[src/rtl/pipe_hazard_ctrl_pkg.sv]
// Shared core constants and types for the pipeline hazard controller.
package pipe_hazard_ctrl_pkg;

  localparam logic [31:0] NOP_INSN   = 32'h0000_0013;
  localparam logic [6:0]  OPC_LOAD   = 7'b0000011;
  localparam logic [6:0]  OPC_BRANCH = 7'b1100011;

  typedef enum logic {
    ST_IDLE  = 1'b0,
    ST_FLUSH = 1'b1
  } hz_state_e;

  typedef struct packed {
    logic       valid;
    logic [4:0] rd;
  } sb_entry_t;

  // x0 never creates a dependency, and unused source fields are ignored.
  function automatic logic src_match(input logic used, input logic [4:0] rs,
                                     input sb_entry_t entry);
    return used && (rs != 5'd0) && entry.valid && (entry.rd == rs);
  endfunction

endpackage

[src/rtl/pipe_hazard_ctrl_scoreboard.sv]
// Load scoreboard: shift register of in-flight load destinations with two
// parallel lookup ports for the decode-stage source registers.
module load_scoreboard
  import pipe_hazard_ctrl_pkg::*;
#(
  parameter int DEPTH = 2
) (
  input  logic       CLK,
  input  logic       clear,
  input  logic       shift_en,
  input  logic       push_valid,
  input  logic [4:0] push_rd,
  input  logic       lookup_used_a,
  input  logic [4:0] lookup_rs_a,
  input  logic       lookup_used_b,
  input  logic [4:0] lookup_rs_b,
  output logic       hit_a,
  output logic       hit_b
);

  sb_entry_t        entry_reg [DEPTH];
  logic [DEPTH-1:0] match_a;
  logic [DEPTH-1:0] match_b;

  genvar gi;
  generate
    for (gi = 0; gi < DEPTH; gi++) begin : g_entry
      always_ff @(posedge CLK) begin
        if (clear) begin
          entry_reg[gi] <= '0;
        end else if (shift_en) begin
          if (gi == 0) begin
            entry_reg[gi].valid <= push_valid;
            entry_reg[gi].rd    <= push_rd;
          end else begin
            entry_reg[gi] <= entry_reg[gi-1];
          end
        end
      end

      assign match_a[gi] = src_match(lookup_used_a, lookup_rs_a, entry_reg[gi]);
      assign match_b[gi] = src_match(lookup_used_b, lookup_rs_b, entry_reg[gi]);
    end
  endgenerate

  assign hit_a = |match_a;
  assign hit_b = |match_b;

endmodule

[src/rtl/pipe_hazard_ctrl.sv]
// Pipeline hazard controller: load-use stalls, memory freeze and taken-branch
// flush/redirect sequencing.
module pipe_hazard_ctrl
  import pipe_hazard_ctrl_pkg::*;
#(
  parameter int LOAD_LAT     = 2,
  parameter int FLUSH_CYCLES = 2
) (
  input  logic        CLK,
  input  logic        reset,
  input  logic        id_valid,
  input  logic [4:0]  id_rs1,
  input  logic [4:0]  id_rs2,
  input  logic        id_rs1_used,
  input  logic        id_rs2_used,
  input  logic [4:0]  id_rd,
  input  logic        id_load,
  input  logic        ex_branch_taken,
  input  logic [63:0] ex_branch_target,
  input  logic        mem_busy,
  output logic        pc_stall,
  output logic        id_hold,
  output logic        ex_bubble,
  output logic        if_flush,
  output logic        id_flush,
  output logic        pc_redirect,
  output logic [63:0] pc_target,
  output logic [31:0] stall_cnt
);

  localparam int CNT_W = $clog2(FLUSH_CYCLES + 1);

  hz_state_e  state_reg, state_next;
  logic [CNT_W-1:0] cnt_reg, cnt_next;
  logic       redirect_reg, redirect_next;
  logic [63:0] pc_target_reg;
  logic [31:0] stall_cnt_reg;

  logic hit_rs1, hit_rs2;
  logic hazard, in_idle, issue, load_use_stall, branch_accept;

  assign in_idle        = (state_reg == ST_IDLE);
  assign hazard         = id_valid & (hit_rs1 | hit_rs2);
  assign issue          = id_valid & ~hazard & ~mem_busy & ~ex_branch_taken & in_idle;
  assign load_use_stall = hazard & ~ex_branch_taken & in_idle & ~mem_busy;
  assign branch_accept  = in_idle & ex_branch_taken & ~mem_busy;

  load_scoreboard #(
    .DEPTH(LOAD_LAT)
  ) u_scoreboard (
    .CLK          (CLK),
    .clear        (reset),
    .shift_en     (~mem_busy),
    .push_valid   (issue & id_load & (id_rd != 5'd0)),
    .push_rd      (id_rd),
    .lookup_used_a(id_rs1_used),
    .lookup_rs_a  (id_rs1),
    .lookup_used_b(id_rs2_used),
    .lookup_rs_b  (id_rs2),
    .hit_a        (hit_rs1),
    .hit_b        (hit_rs2)
  );

  always_comb begin
    state_next    = state_reg;
    cnt_next      = cnt_reg;
    redirect_next = redirect_reg;
    case (state_reg)
      ST_IDLE: begin
        if (branch_accept) begin
          state_next    = ST_FLUSH;
          cnt_next      = CNT_W'(FLUSH_CYCLES);
          redirect_next = 1'b1;
        end
      end
      ST_FLUSH: begin
        // The redirect pulse is consumed by the first flush cycle even if frozen.
        redirect_next = 1'b0;
        if (!mem_busy) begin
          if (cnt_reg <= CNT_W'(1)) begin
            state_next = ST_IDLE;
            cnt_next   = '0;
          end else begin
            cnt_next = cnt_reg - CNT_W'(1);
          end
        end
      end
      default: begin
        state_next = ST_IDLE;
        cnt_next   = '0;
      end
    endcase
  end

  always_ff @(posedge CLK) begin
    if (reset) begin
      state_reg     <= ST_IDLE;
      cnt_reg       <= '0;
      redirect_reg  <= 1'b0;
      pc_target_reg <= '0;
      stall_cnt_reg <= '0;
    end else begin
      state_reg    <= state_next;
      cnt_reg      <= cnt_next;
      redirect_reg <= redirect_next;
      if (branch_accept) begin
        pc_target_reg <= ex_branch_target;
      end
      if (load_use_stall && (stall_cnt_reg != 32'hFFFF_FFFF)) begin
        stall_cnt_reg <= stall_cnt_reg + 32'd1;
      end
    end
  end

  // Control outputs are forced low for the whole reset window.
  always_comb begin
    pc_stall    = 1'b0;
    id_hold     = 1'b0;
    ex_bubble   = 1'b0;
    if_flush    = 1'b0;
    id_flush    = 1'b0;
    pc_redirect = 1'b0;
    if (!reset) begin
      if (mem_busy) begin
        pc_stall = 1'b1;
        id_hold  = 1'b1;
      end else if (load_use_stall) begin
        pc_stall  = 1'b1;
        id_hold   = 1'b1;
        ex_bubble = 1'b1;
      end
      if (!in_idle) begin
        if_flush    = 1'b1;
        id_flush    = 1'b1;
        pc_redirect = redirect_reg;
      end
    end
  end

  assign pc_target = pc_target_reg;
  assign stall_cnt = stall_cnt_reg;

endmodule

[config.mk]
export PLATFORM = sky130hd
export DESIGN_NAME = pipe_hazard_ctrl
export DESIGN_NICKNAME = d
export VERILOG_FILES = /design/src/rtl/pipe_hazard_ctrl_pkg.sv /design/src/rtl/pipe_hazard_ctrl_scoreboard.sv /design/src/rtl/pipe_hazard_ctrl.sv
export SDC_FILE = /design/constraint.sdc
export NUM_CORES = 1
export LEC_CHECK = 0
export BUFFER_PORTS_ARGS = -buffer_cell sky130_fd_sc_hd__buf_4
export CAP_MARGIN = 30
export CORE_ASPECT_RATIO = 0.5
export CORE_MARGIN = 1.5
export CORE_UTILIZATION = 49
export DETAILED_ROUTE_END_ITERATION = 10
export PLACE_DENSITY = 0.8
export SYNTH_ARGS = -nofsm -noshare
export SYNTH_HDL_FRONTEND = slang
export SYNTH_SLANG_ARGS = --single-unit
[constraint.sdc]
create_clock -name CLK -period 2.8 [get_ports CLK]
set_clock_uncertainty 0.2 [all_clocks]
set_input_delay 0.14 -clock CLK [delete_from_list [all_inputs] [get_ports CLK]]
set_output_delay 0.14 -clock CLK [all_outputs]
set_load 0.03 [all_outputs]
==> results.py, run 1 <==
metrics = {
    "yosys": {
        "yosysUniqueCellTypes": 44,
        "yosysSeqAreaShare_pct": 48.61,
        "synth_top_cell_area_share_pct": 41.19,
        "synth_top_area_cell": "dfxtp_1",
        "yosys_warnings": 0,
        "synthTopCellsByArea": "dfxtp_1 (41%), nand2_1 (11%), a21oi_1 (9.4%)",
        "syn-cell-area_sq_mm": 0.004860,
        "postSynthCellCount": 584,
        "yosys_most_used_dff": "dfxtp_1",
        "synth_nets": 672,
        "synth-seq-cells": 112,
        "synth_edf_count": 12,
        "syn_area_per_cell_sq_um": 8.321,
        "async_flop_share_pct": 0,
    },
    "floorplanning": {
        "start_util_pct": 50.94,
        "row_count": 25,
        "die-area_sq_mm": 0.01056,
        "core_area_sq_mm": 0.009540,
        "dieHeight_um": 73.42,
        "fp.dieW_um": 143.8,
        "num_io_pins": 189,
    },
    "timing": {
        "clock.fmax_ghz": 0.3870,
        "max_slew.worst_pin.slew_ns": 0.7567,
        "drv_slew": 0,
        "period_share_pct": 92.28,
        "grt_setup_unrepaired": "false",
        "setup_viol": 0,
        "finalHoldViolCount": 0,
        "holdWs_ns": 0.06191,
        "tns_ns": 0,
        "min_period_ns": 2.584,
        "relSlewSlack_pct": 48.91,
    },
    "worst_setup_path": {
        "path_cells": "xor2_1 -> nor4_1 -> a32oi_1 -> o32a_1 -> buf_12 -> or4_1 -> a21oi_1",
        "startpoint_type": "flip-flop",
        "end_kind": "flip-flop",
        "worstPathRequired_ns": 2.87,
        "r2r-start": "u_scoreboard.entry_reg[1][4]$_SDFFCE_PN0P_",
        "worst_path_max_delay_cell": "or4_1",
        "worstPathArrival_ns": 2.65,
        "crit_family": "simple AND/OR/NAND/NOR gates",
        "startpoint": "u_scoreboard.entry_reg[1][4]$_SDFFCE_PN0P_",
        "crit_type": "reg2reg",
        "cp_slowest_stage_delay_ns": 0.49,
        "cp_max_fo": 57,
        "crit_buf_inv": 1,
    },
    "run": {
        "cap_violations": 0,
    },
    "cells_and_area": {
        "nFillCells": 647,
        "post_route_cells_drive_above_1_share_pct": 26.54,
        "syn_to_final_growth_pct": 51.13,
        "largest_reg_flops": 64,
        "antenna_cells": 0,
        "nets": 912,
    },
    "grt": {
        "grt_max_degree": 65,
        "grt_pass1_wl_um": 22090,
        "grt.overflow.total": 0,
        "grt_pass1_vias": 4845,
        "grt_antenna_before_repair": 0,
        "grt_usage_pct": 26.39,
    },
    "pwr": {
        "p_leak_nw": 2.999,
        "peakVddDrop_uv": 278.1,
        "p_per_area_mw_per_mm2": 472.6,
        "power_mw": 3.471,
    },
    "clock_network": {
        "root_buffer": "clkbuf_16",
        "clk_pin_slew_worst_paths_ns": 0.07,
        "htreeDepth": 3,
        "clk_path_buf_depth": 2,
        "numCtsBuffers": 9,
        "cts_resized": 0,
        "clkLatencyLatePin_ns": 0.35,
        "cts_tree": "yes",
        "clkSinkCount": 112,
    },
    "detailed_routing": {
        "drc_errors": 0,
        "drtIter0Drc": 260,
        "drtAntennaViolNets": 0,
        "first_pass_iters": 4,
        "wirelength_um": 14030,
        "wl_per_cell_um": 14.55,
        "viasPerCell": 5.283,
        "vias": 5093,
    },
    "min_path": {
        "hp-start": "reset",
        "min_path_type": "in2reg",
    },
    "place": {
        "portBuffers": 188,
        "dp_hpwl_um": 8915,
        "gp_congestion": 0.8781,
    },
    "status": {
        "status": "completed",
    },
}
through the flow:
step           area (sq um)  util, %  setup WS [ns]  std cells
2_1_floorplan          4860        -         0.2615        584
3_3_place_gp           6344    66.49         0.3062        876
3_5_place_dp           6344    66.49         0.2254        876
4_1_cts                7345    76.98         0.2022        964
5_1_grt                7345    76.98        0.02360        964
6_report               7345    76.98         0.2161        964
worst paths after layout:
kind	cells after the start	slack [ns]	to
worst max-delay path	7	0.22	stall_cnt[7]$_SDFFE_PP0P_
worst min register to register	2	0.26	pc_target[38]$_SDFFE_PP0P_
worst max register to register	7	0.22	stall_cnt[7]$_SDFFE_PP0P_
worst min-delay path	2	0.06	stall_cnt[22]$_SDFFE_PP0P_
Yosys cell counts, types with 2 or more instances:
master    number
nand2_1      146
dfxtp_1      100
a21oi_1       91
clkbuf_1      27
or4_1         20
xor2_1        16
nand3_1       15
nor2_1        15
o21ai_0       15
and2_1        14
o31ai_1       14
edfxtp_1      12
nand4_1       10
or3_1         10
nor2b_1        9
nor4_1         8
nand2b_1       6
buf_2          5
mux2_1         5
nor3_1         5
inv_1          4
xnor2_1        4
and4_1         3
buf_1          3
buf_6          3
a32oi_1        2
and3_1         2
buf_4          2
nor3_2         2
o21ai_1        2
timing repair:
| item | in CTS | in global routing |
|---|---|---|
| hold buffers | 72 | 0 |
| setup buffers | 0 | 0 |
| endpoints found under the hold margin | 73 | 0 |
placed cells by master, fill, tap and decap left out, types with 2 or more instances in the layout:
cell / instances
nor3_1: 5
or3_1: 10
inv_1: 4
o31ai_1: 14
a32oi_1: 2
edfxtp_1: 12
buf_4: 196
clkinv_4: 2
nand3_1: 15
and3_1: 2
nand2_1: 146
o21ai_0: 15
nor4_1: 8
a21oi_1: 91
nand2b_1: 5
dlygate4sd3_1: 72
xor2_1: 16
dfxtp_1: 100
o21ai_1: 2
mux2_1: 5
clkbuf_16: 9
nor3_2: 2
nor2b_1: 8
and4_1: 3
or4_1: 20
nor2_1: 15
xnor2_1: 4
nand4_1: 10
and2_1: 14
power by group:
group / switching [mW] / leakage (nW) / internal (mW)
Clock: 0.603 / 0.136 / 0.618
Combinational: 0.274 / 1.92 / 0.258
Sequential: 0.0378 / 0.944 / 1.68
Total: 0.915 / 3.00 / 2.56
layout make-up:
cell class | instances | area [sq um] | share of cell area (%)
sequential | 112 | 2362 | 32.16
multi-input combinational | 428 | 2306 | 31.40
timing repair buffer | 269 | 2212 | 30.12
clock buffer | 10 | 229.0 | 3.118
tap | 135 | 168.9 | 2.300
clock inverter | 6 | 51.30 | 0.6985
inverter | 4 | 15.01 | 0.2044
kinds of logic after synthesis:
family | synth area share [%]
xor gates and xnor gates | 3.604
DFF | 48.61
buffers and inverters | 4.145
muxes | 1.364
and+or+nand+nor | 27.32
adders and majority gates | 0.2574
AOI/OAI and AO/OA | 14.70
metal layers:
metal	GRT usage [%]	vias up	wire [um]
met3	6.975	38	766
met4	9.297	0	413
met5	0	-	0
met2	48.22	165	7187
met1	30.20	2381	5664
li1	-	2509	-
Power figures use the tool's default switching activity.
==> run 2: changes to the inputs <==
--- a/config.mk
+++ b/config.mk
@@ -9,9 +9,8 @@
 export CAP_MARGIN = 30
 export CORE_ASPECT_RATIO = 0.5
 export CORE_MARGIN = 1.5
-export CORE_UTILIZATION = 49
+export CORE_UTILIZATION = 30
 export DETAILED_ROUTE_END_ITERATION = 10
-export PLACE_DENSITY = 0.8
 export SYNTH_ARGS = -nofsm -noshare
 export SYNTH_HDL_FRONTEND = slang
 export SYNTH_SLANG_ARGS = --single-unit
==> run 2 against run 1 <==
Net effect: utilization decreased by 29 points; combinational power about the same; sequential cell count unchanged; sequential share of layout area decreased by 0.54 points; sequential power about the same.
==> results.py, run 2 (synthesis results as in run 1) <==
metrics = {
    "status": {
        "status": "completed",
    },
    "timing": {
        "finalHoldViolCount": 0,
        "tns_ns": 0,
        "drv_slew": 0,
        "setup_viol": 0,
        "period_share_pct": 92.66,
        "max_slew.worst_pin.slew_ns": 0.6040,
        "clock.fmax_ghz": 0.3854,
        "relSlewSlack_pct": 59.73,
        "grt_setup_unrepaired": "false",
        "min_period_ns": 2.594,
    },
    "cells_and_area": {
        "nets": 914,
        "syn_to_final_growth_pct": 53.73,
        "nFillCells": 1507,
        "final_cell_mix": "buf_4 (196), nand2_1 (146), dfxtp_1 (100)",
        "instances_no_fill": 1035,
        "layout_commonest_cell": "buf_4",
        "post_route_cells_drive_above_1_share_pct": 26.84,
        "largest_reg_flops": 64,
        "antenna_cells": 0,
    },
    "run": {
        "cap_violations": 0,
    },
    "clock_network": {
        "htreeDepth": 3,
        "root_buffer": "clkbuf_16",
        "clk_pin_slew_worst_paths_ns": 0.08,
        "cts_tree": "yes",
        "numCtsBuffers": 9,
        "cts_resized": 0,
        "clkLatencyLatePin_ns": 0.35,
        "post_cts_buffers": 0,
        "clk_path_buf_depth": 2,
        "clkSinkCount": 112,
    },
    "floorplanning": {
        "core_area_sq_mm": 0.01562,
        "dieHeight_um": 93.00,
        "die-area_sq_mm": 0.01702,
        "row_count": 32,
        "start_util_pct": 31.12,
        "num_io_pins": 189,
        "fp.dieW_um": 183.0,
    },
    "place": {
        "dp_cells": 947,
        "gp_congestion": 0.7820,
        "portBuffers": 188,
        "dp_hpwl_um": 9579,
    },
    "detailed_routing": {
        "wl_per_cell_um": 13.78,
        "drtAntennaViolNets": 0,
        "drc_errors": 0,
        "drtIter0Drc": 283,
        "vias": 4965,
        "wirelength_um": 14260,
        "viasPerCell": 4.797,
        "first_pass_iters": 4,
    },
    "worst_setup_path": {
        "worstPathRequired_ns": 2.46,
        "end_kind": "output port",
        "startpoint_type": "flip-flop",
        "cp_max_fo": 2,
        "crit_type": "reg2out",
        "worstPathArrival_ns": 2.25,
    },
    "grt": {
        "grt_antenna_before_repair": 0,
        "grt_max_degree": 65,
        "grt_pass1_wl_um": 22870,
        "grt_pass1_vias": 4657,
        "grt.overflow.total": 0,
        "grt_usage_pct": 16.42,
    },
    "pwr": {
        "p_leak_nw": 3.021,
        "p_per_area_mw_per_mm2": 465.7,
        "peakVddDrop_uv": 252.4,
    },
    "min_path": {
        "min_path_type": "in2reg",
    },
}
run 2: worst paths after layout:
kind / start / endpoint / slack, ns / depth (start not counted)
worst min register to register: pc_target[51]$_SDFFE_PP0P_ / pc_target[51]$_SDFFE_PP0P_ / 0.25 / 2
worst max-delay path: u_scoreboard.entry_reg[1][3]$_SDFFCE_PN0P_ / pc_stall / 0.21 / 7
worst min-delay path: reset / stall_cnt[23]$_SDFFE_PP0P_ / 0.03 / 2
worst max register to register: u_scoreboard.entry_reg[1][4]$_SDFFCE_PN0P_ / stall_cnt[7]$_SDFFE_PP0P_ / 0.23 / 7
run 2: power by group:
part / switching, mW / leakage, nW / internal [mW]
logic: 0.272 / 1.94 / 0.262
clock network: 0.616 / 0.138 / 0.615
registers: 0.0347 / 0.944 / 1.68
total: 0.923 / 3.02 / 2.56
run 2: timing repair:
item | in CTS | in global routing
endpoints found under the setup margin | 0 | 0
hold endpoints to repair | 74 | 0
hold buffers | 72 | 0
run 2: layer usage:
layer	share of wire (%)	GRT usage, %	vias to the layer above	wire length [um]
met5	0	0	-	0
met4	2.7	6.148	0	391
met3	3.4	3.544	30	488
met2	50	28.26	94	7185
met1	43	20.29	2322	6197
li1	-	-	2519	-
run 2: through the flow:
| step | total power [mW] | hold WS, ns | cell area [sq um] | util [%] | setup WS, ns |
|---|---|---|---|---|---|
| 6_report | 3.480 | 0.02519 | 7471 | 47.84 | 0.2056 |
| 5_1_grt | 3.642 | 0.02726 | 7471 | 47.84 | 0.0003875 |
| 4_1_cts | 3.531 | 0.01289 | 7471 | 47.84 | 0.1846 |
| 3_5_place_dp | 2.207 | 0.1961 | 6470 | 41.43 | 0.2186 |
| 3_3_place_gp | 2.200 | 0.1869 | 6470 | 41.43 | 0.2811 |
| 2_1_floorplan | 1.987 | 0.07605 | 4860 | - | 0.2615 |
run 2: cell type report:
class                      count  area, sq um  area share [%]
inverter                       4        15.01          0.2010
tap                          204        255.2           3.417
clock buffer                   9        225.2           3.015
timing repair buffer         271         2252           30.15
multi-input combinational    428         2306           30.87
sequential                   112         2362           31.62
clock inverter                 7        55.05          0.7369
run 2: worst max-delay path: stages (launching register included):
cell and delay (ns):
edfxtp_1 0.42, xor2_1 0.16, nor4_1 0.35, a32oi_1 0.18, o22ai_1 0.24, nand2_1 0.11
a21oi_1 0.25, buf_4 0.21
